`src/rtl/uart_prog_loader.sv`:
```
// -----------------------------------------------------------------------------
// uart_prog_loader
//
// Receives a program image over an 8N1 UART line and packs the bytes into
// 32-bit little-endian words. Each completed word is presented with a
// one-cycle write strobe for the instruction memory. The load ends when the
// line has been idle for IDLE_BITS bit periods, with at least one word
// written, or as soon as MAX_WORDS words have been written. The CPU is held
// until UartOver rises.
//
// Ports:
//   clk          in   loader / instruction-memory clock
//   reset        in   asynchronous active-low reset (0 = reset)
//   rx           in   UART receive line, asynchronous, idles high
//   start        in   single-cycle pulse that (re)starts a load
//   UartData     out  assembled instruction word
//   UartAddress  out  byte address of UartData
//   UartWe       out  one-cycle write strobe (data/address valid while high)
//   UartOver     out  load complete, sticky until the next start
//   frame_err    out  sticky: bad stop bit or partial trailing word
//   busy         out  high while a load is in progress
// -----------------------------------------------------------------------------
module uart_prog_loader #(
  parameter int          CLKS_PER_BIT = 200,
  parameter int          IDLE_BITS    = 64,
  parameter int          MAX_WORDS    = 16384,
  parameter logic [31:0] ADDR_BASE    = 32'h0000_0000
) (
  input  logic        clk,
  input  logic        reset,
  input  logic        rx,
  input  logic        start,
  output logic [31:0] UartData,
  output logic [31:0] UartAddress,
  output logic        UartWe,
  output logic        UartOver,
  output logic        frame_err,
  output logic        busy
);

  localparam int BIT_CNT_W  = $clog2(CLKS_PER_BIT + 1);
  localparam int IDLE_LIMIT = IDLE_BITS * CLKS_PER_BIT;
  localparam int IDLE_W     = $clog2(IDLE_LIMIT + 1);
  localparam int WCNT_W     = $clog2(MAX_WORDS + 1);

  localparam logic [BIT_CNT_W-1:0] BIT_LAST  = BIT_CNT_W'(CLKS_PER_BIT - 1);
  localparam logic [BIT_CNT_W-1:0] HALF_LAST = BIT_CNT_W'(CLKS_PER_BIT / 2 - 1);
  localparam logic [IDLE_W-1:0]    IDLE_END  = IDLE_W'(IDLE_LIMIT);
  localparam logic [WCNT_W-1:0]    WORDS_END = WCNT_W'(MAX_WORDS);

  // ---------------------------------------------------------------------------
  // rx synchroniser
  // ---------------------------------------------------------------------------
  logic r_rx_meta;
  logic r_rx_sync;

  // NOTE: the synchroniser resets to the idle line level (1); resetting it to
  // 0 would look like a start bit the moment reset is released.
  always_ff @(posedge clk or negedge reset) begin
    if (!reset) begin
      r_rx_meta <= 1'b1;
      r_rx_sync <= 1'b1;
    end else begin
      // NOTE: non-blocking assignments make both flops sample the old values
      // at the same edge, which is what turns this into a two-stage chain.
      r_rx_meta <= rx;
      r_rx_sync <= r_rx_meta;
    end
  end

  // ---------------------------------------------------------------------------
  // RX byte receiver
  // ---------------------------------------------------------------------------
  typedef enum logic [1:0] {R_IDLE, R_START, R_DATA, R_STOP} rx_state_t;

  rx_state_t             r_rx_state;
  logic [BIT_CNT_W-1:0]  r_bit_clk;
  logic [2:0]            r_bit_idx;
  logic [7:0]            r_shift;
  logic                  r_stop_hold;   // bad stop seen, waiting for line high
  logic                  r_byte_valid;
  logic                  r_stop_err;

  always_ff @(posedge clk or negedge reset) begin
    if (!reset) begin
      r_rx_state   <= R_IDLE;
      r_bit_clk    <= '0;
      r_bit_idx    <= '0;
      r_shift      <= '0;
      r_stop_hold  <= 1'b0;
      r_byte_valid <= 1'b0;
      r_stop_err   <= 1'b0;
    end else begin
      r_byte_valid <= 1'b0;
      r_stop_err   <= 1'b0;
      case (r_rx_state)
        R_IDLE: begin
          r_bit_clk <= '0;
          if (!r_rx_sync) r_rx_state <= R_START;
        end

        // Re-check the start bit half a bit in; a short low pulse is a glitch.
        R_START: begin
          if (r_bit_clk == HALF_LAST) begin
            r_bit_clk <= '0;
            r_bit_idx <= '0;
            r_rx_state <= r_rx_sync ? R_IDLE : R_DATA;
          end else begin
            r_bit_clk <= r_bit_clk + 1'b1;
          end
        end

        // From mid-start, every full bit period lands in the middle of a bit.
        R_DATA: begin
          if (r_bit_clk == BIT_LAST) begin
            r_bit_clk <= '0;
            r_shift   <= {r_rx_sync, r_shift[7:1]};  // LSB first
            if (r_bit_idx == 3'd7) r_rx_state <= R_STOP;
            else                   r_bit_idx  <= r_bit_idx + 1'b1;
          end else begin
            r_bit_clk <= r_bit_clk + 1'b1;
          end
        end

        R_STOP: begin
          if (r_stop_hold) begin
            // Don't re-arm on a line that is still low, or the low level
            // would be taken as another start bit.
            if (r_rx_sync) begin
              r_stop_hold <= 1'b0;
              r_rx_state  <= R_IDLE;
            end
          end else if (r_bit_clk == BIT_LAST) begin
            r_bit_clk <= '0;
            if (r_rx_sync) begin
              r_byte_valid <= 1'b1;
              r_rx_state   <= R_IDLE;
            end else begin
              r_stop_err  <= 1'b1;
              r_stop_hold <= 1'b1;
            end
          end else begin
            r_bit_clk <= r_bit_clk + 1'b1;
          end
        end

        default: r_rx_state <= R_IDLE;
      endcase
    end
  end

  // ---------------------------------------------------------------------------
  // Word packer / loader control
  // ---------------------------------------------------------------------------
  typedef enum logic [1:0] {L_WAIT, L_LOAD, L_DONE} ld_state_t;

  ld_state_t          r_ld_state;
  logic [23:0]        r_word;        // bytes 0..2 of the word being built
  logic [1:0]         r_byte_idx;
  logic [WCNT_W-1:0]  r_word_cnt;
  logic [31:0]        r_addr;
  logic [IDLE_W-1:0]  r_idle_cnt;
  logic [31:0]        r_data;
  logic [31:0]        r_address;
  logic               r_we;
  logic               r_over;
  logic               r_frame_err;
  logic               r_busy;

  always_ff @(posedge clk or negedge reset) begin
    if (!reset) begin
      r_ld_state  <= L_WAIT;
      r_word      <= '0;
      r_byte_idx  <= '0;
      r_word_cnt  <= '0;
      r_addr      <= ADDR_BASE;
      r_idle_cnt  <= '0;
      r_data      <= '0;
      r_address   <= ADDR_BASE;
      r_we        <= 1'b0;
      r_over      <= 1'b0;
      r_frame_err <= 1'b0;
      r_busy      <= 1'b0;
    end else begin
      r_we <= 1'b0;
      // start has priority over everything, including a byte in the same cycle.
      if (start) begin
        r_ld_state  <= L_LOAD;
        r_over      <= 1'b0;
        r_frame_err <= 1'b0;
        r_busy      <= 1'b1;
        r_addr      <= ADDR_BASE;
        r_byte_idx  <= '0;
        r_word_cnt  <= '0;
        r_idle_cnt  <= '0;
      end else if (r_ld_state == L_LOAD) begin
        if (r_word_cnt == WORDS_END) begin
          // Evaluated in the strobe cycle of the last word, so UartOver rises
          // the cycle after it and the two are never high together.
          r_ld_state <= L_DONE;
          r_over     <= 1'b1;
          r_busy     <= 1'b0;
        end else if (r_byte_valid) begin
          r_idle_cnt <= '0;
          r_byte_idx <= r_byte_idx + 1'b1;  // wraps 3 -> 0
          case (r_byte_idx)
            2'd0: r_word[7:0]   <= r_shift;
            2'd1: r_word[15:8]  <= r_shift;
            2'd2: r_word[23:16] <= r_shift;
            default: begin
              r_data     <= {r_shift, r_word};
              r_address  <= r_addr;
              r_we       <= 1'b1;
              r_addr     <= r_addr + 32'd4;
              r_word_cnt <= r_word_cnt + 1'b1;
            end
          endcase
        end else if (r_idle_cnt == IDLE_END) begin
          r_idle_cnt <= '0;
          // With nothing written yet the host simply hasn't started sending.
          if (r_word_cnt != '0) begin
            r_ld_state <= L_DONE;
            r_over     <= 1'b1;
            r_busy     <= 1'b0;
            if (r_byte_idx != 2'd0) r_frame_err <= 1'b1;
          end
        end else begin
          r_idle_cnt <= r_idle_cnt + 1'b1;
        end

        if (r_stop_err) r_frame_err <= 1'b1;
      end
    end
  end

  assign UartData    = r_data;
  assign UartAddress = r_address;
  assign UartWe      = r_we;
  assign UartOver    = r_over;
  assign frame_err   = r_frame_err;
  assign busy        = r_busy;

endmodule

```
`config.mk`:
```
export PLATFORM = sky130hd
export DESIGN_NAME = uart_prog_loader
export DESIGN_NICKNAME = d
export VERILOG_FILES = /design/src/rtl/uart_prog_loader.sv
export SDC_FILE = /design/constraint.sdc
export NUM_CORES = 1
export LEC_CHECK = 0
export ABC_AREA = 1
export CAP_MARGIN = 25
export CORE_ASPECT_RATIO = 0.5
export CORE_MARGIN = 10
export CORE_UTILIZATION = 45
export CTS_BUF_LIST = sky130_fd_sc_hd__clkbuf_4 sky130_fd_sc_hd__clkbuf_8 sky130_fd_sc_hd__clkbuf_16
export CTS_CLUSTER_SIZE = 25
export DETAILED_ROUTE_END_ITERATION = 6
export PLACE_DENSITY = 0.7
export SLEW_MARGIN = 20
export SYNTH_ARGS = -nofsm -noshare
export SYNTH_HDL_FRONTEND = slang
export SYNTH_SLANG_ARGS = --single-unit
```
`constraint.sdc`:
```
create_clock -name clk -period 1.65 [get_ports clk]
set_input_delay 0.2475 -clock clk [delete_from_list [all_inputs] [get_ports clk]]
set_output_delay 0.2475 -clock clk [all_outputs]
set_load 0.05 [all_outputs]
```
==> metrics.md <==
| Metric | Value |
|---|---|
| Worst-skew pair later-pin latency | 440 ps |
| Hold depth | 1 |
| Crit end category | flip-flop |
| Gpl congestion | 0.9033 |
| Top cells by area, synth | dfrtp_1 49%, nand2_1 18%, o21ai_0 7.0%, nand3_1 5.1%, nor2_1 4.8% |
| Synth-to-Final Area Change | 25.14% |
| Peak supply drop | 0.5611 mV |
| Critical-path maximum fanout | 9 |
| Power Dens Cells | approximately 820 nW/um^2 |
| Routed length per placed instance | 14.71 um |
| Clock tree buffer depth | 2 |
| Commonest cells after routing, fill and taps aside | 424 x nand2_1, 175 x dfrtp_1, 117 x buf_4 |
| Antenna diode count | 0 |
| Tmin final | 1664 ps |
| Most common cell after layout, fill and taps aside | nand2_1 |
| Worst clock skew | 11.98 ps |
| Reg2Reg Depth | 10 |
| Nets | 1,328 |
| Post-synth EDFFs | 0 |
| Final worst slack | -13.88 ps |
| CTS root buf | clkbuf_16 |
| Top-area cell type share of the netlist area | 48.62% |
| Buffers on Ports | 69 |
| Post-synthesis cell type count | 36 |
| Total congestion overflow | 0 |
| Worst R2R Start | r_word_cnt[1]$_DFFE_PN0P_ |
| Sink Count | 177 |
| Max Freq | around 0.6 GHz |
| Fillers | 1,770 |
| Tot GR Track Use | 17.35% |
| Core ar. | 19,550 um^2 |
| Seq/Total Area, Yosys | roughly 50% |
| Synth warn | 0 |
| Via/cell ratio | 5.150 |
| Largest net degree at the start of global routing | 63 |
| HPWL after detailed placement | 15,880 um |
| Die area | 26,420 um^2 |
| Slew headroom | 63.14% |
| Period Utilization, post-route | 100.8% |
| Type of origin of the critical path | flip-flop |
| RSZ-0062 raised after global routing | yes |
| Pre-CTS setup slack | -291.8 ps |
| Register area | 4432 um^2 |
| Worst path arrival time | 2040 ps |
| Ports | roughly 70 |
| Cell row count | 36 |
| Die extent in y | 120.0 um |
| First-pass GRT wire length | about 38,000 um |
| Footprint of the multi-input gates | 4220 um^2 |
| Status | finished, violations left |
| Placed insts | 1,547 |
| Failing checks | negative setup slack |
| End of the worst register-to-register path | UartData[30]$_DFFE_PN0P_ |
| Hold Path End | r_rx_meta$_DFF_PN1_ |
| Vias after detailed routing | 8,194 |
| Share of cells above drive strength 1 | 19.47% |
| Post-Layout Cell Count | 1,591 |
| Top_reg_cell synth | dfrtp_1 |
| CTS tree | yes |
| 1st-iter DRT viols | 753 |
| LEAKAGE | around 5.6 nW |
| Leading area contributor after synthesis | dfrtp_1 |
| # H-tree levels | 4 |
| Final Hold Viols | 0 |
| Clk slew on worst S/H paths | 70 ps |
| Setup CP Type | flip-flop to flip-flop |
| Min-delay src | rx |
| Max Transition Viols Final | 0 |
| Max-cap violation count | 0 |
| Cells after Synth | 1,191 |
| R2R setup slack | -10 ps |
| Hold slack | 223.9 ps |
| Synthesized flop and latch total | about 180 |
| ANT nets after route | 0 |
| Critical Path RT | between 2000 and 2500 ps |
| Syn_area_per_cell | 7.563 um^2 |
| Synth Cell Area | 9007 um^2 |
| Worst Max-Slew Pin Slew | between 500 and 600 ps |
| Vias in the first global route | 7,681 |
| Post-synth ARST share | 100.0% |
| Remaining DRCs | 0 |
| Num CTS Buffers | 17 |
| Initial antenna violation count | 0 |
| Worst hold-check path type | input pin to flip-flop |
| Final setup fails | 8 |
| Initial Util | between 40% and 50% |
| Drt first pass iters | 5 |
| Die Wd | 220.1 um |
| Final WL | 23,410 um |
## worst max-delay path by stage
stage	startpoint	end	slack, ps
2_1_floorplan	r_ld_state[0]$_DFFE_PN0P_	r_word_cnt[5]$_DFFE_PN0P_	0.7
3_3_place_gp	start	r_word[4]$_DFFE_PN0P_	-260
3_5_place_dp	start	r_addr[15]$_DFFE_PN0P_	-290
4_1_cts	r_word_cnt[1]$_DFFE_PN0P_	UartAddress[3]$_DFFE_PN0P_	-20
5_1_grt	r_word_cnt[1]$_DFFE_PN0P_	UartData[11]$_DFFE_PN0P_	-100
6_report	r_word_cnt[1]$_DFFE_PN0P_	UartData[30]$_DFFE_PN0P_	-10
## cells by family after synthesis
group	share of synthesized area (%)
adder cells (fa/ha/maj)	1.667
multiplexers	0.1250
flip-flops	49.20
buffers and inverters	6.404
other	0.04163
XOR/XNOR	0.9724
AO/OA/AOI/OAI	9.599
AND/OR/NAND/NOR	31.99
## registers in the layout (all words and copies together) (netlist names), 2 cells and up
register	flops
r_addr	30
r_shift	8
r_byte_idx	2
r_rx_state	2
r_ld_state	2
r_bit_clk	8
UartAddress	30
r_word	24
UartData	32
r_bit_idx	3
r_idle_cnt	14
r_word_cnt	15
## cell type report
class / count / area share, %
Clock buffer: 21 / 4.151
Clock inverter: 11 / 1.254
Inverter: 92 / 3.064
Multi-Input combinational cell: 882 / 37.44
Sequential cell: 177 / 39.32
Tap cell: 266 / 2.953
Timing Repair Buffer: 142 / 11.82
## synthesized netlist by cell type, drive strengths merged (11+ instances only)
library cell  instances
nand2               434
inv                  92
ha                   12
nand3                93
nor3                 12
dfrtp               175
clkbuf               15
nand4                15
nor2                120
o21ai               142
buf                  26
a21oi                11
or2                  15
## metal layers
layer	vias to the layer above	track usage (%)	wire length, um
met3	29	4.137	1368
li1	4074	-	-
met4	0	4.594	361
met5	-	0	0
met2	220	28.31	10960
met1	3871	22.70	10720
## metrics by stage
step           TNS [ps]  total power [mW]  instance area (um^2)  util (%)
2_1_floorplan         0             4.842                  9029         -
3_3_place_gp     -28950             5.089                 10230     52.32
3_5_place_dp     -30860             5.108                 10230     52.32
4_1_cts          -178.7             9.308                 10960     56.07
5_1_grt           -5823             9.607                 11270     57.66
6_report         -47.51             9.261                 11270     57.66
## where the power goes
part / switching, mW / total, mW / internal, mW
clock: 1.82 / 4.21 / 2.40
sequential: 0.0529 / 4.45 / 4.39
combinational: 0.412 / 0.603 / 0.192
## worst max-delay path, cell delays in order, from the launching register on
cell	delay (ps)
dfrtp_1	400
inv_2	90
ha_4	130
nand3_2	70
nor2_4	130
nand3_4	130
nand3_4	140
buf_12	180
clkbuf_16	180
o21ai_1	60
nand2_1	80
## what timing repair did
action                     in CTS  in global routing
setup buffers                   2                  2
resized for setup              20                 91
cloned                          2                  5
hold buffers                    1                  0
pin swaps                       2                  6
hold endpoints to repair       40                  0
setup endpoints to repair      93                146
No activity file was read; power rests on OpenSTA's default activity.
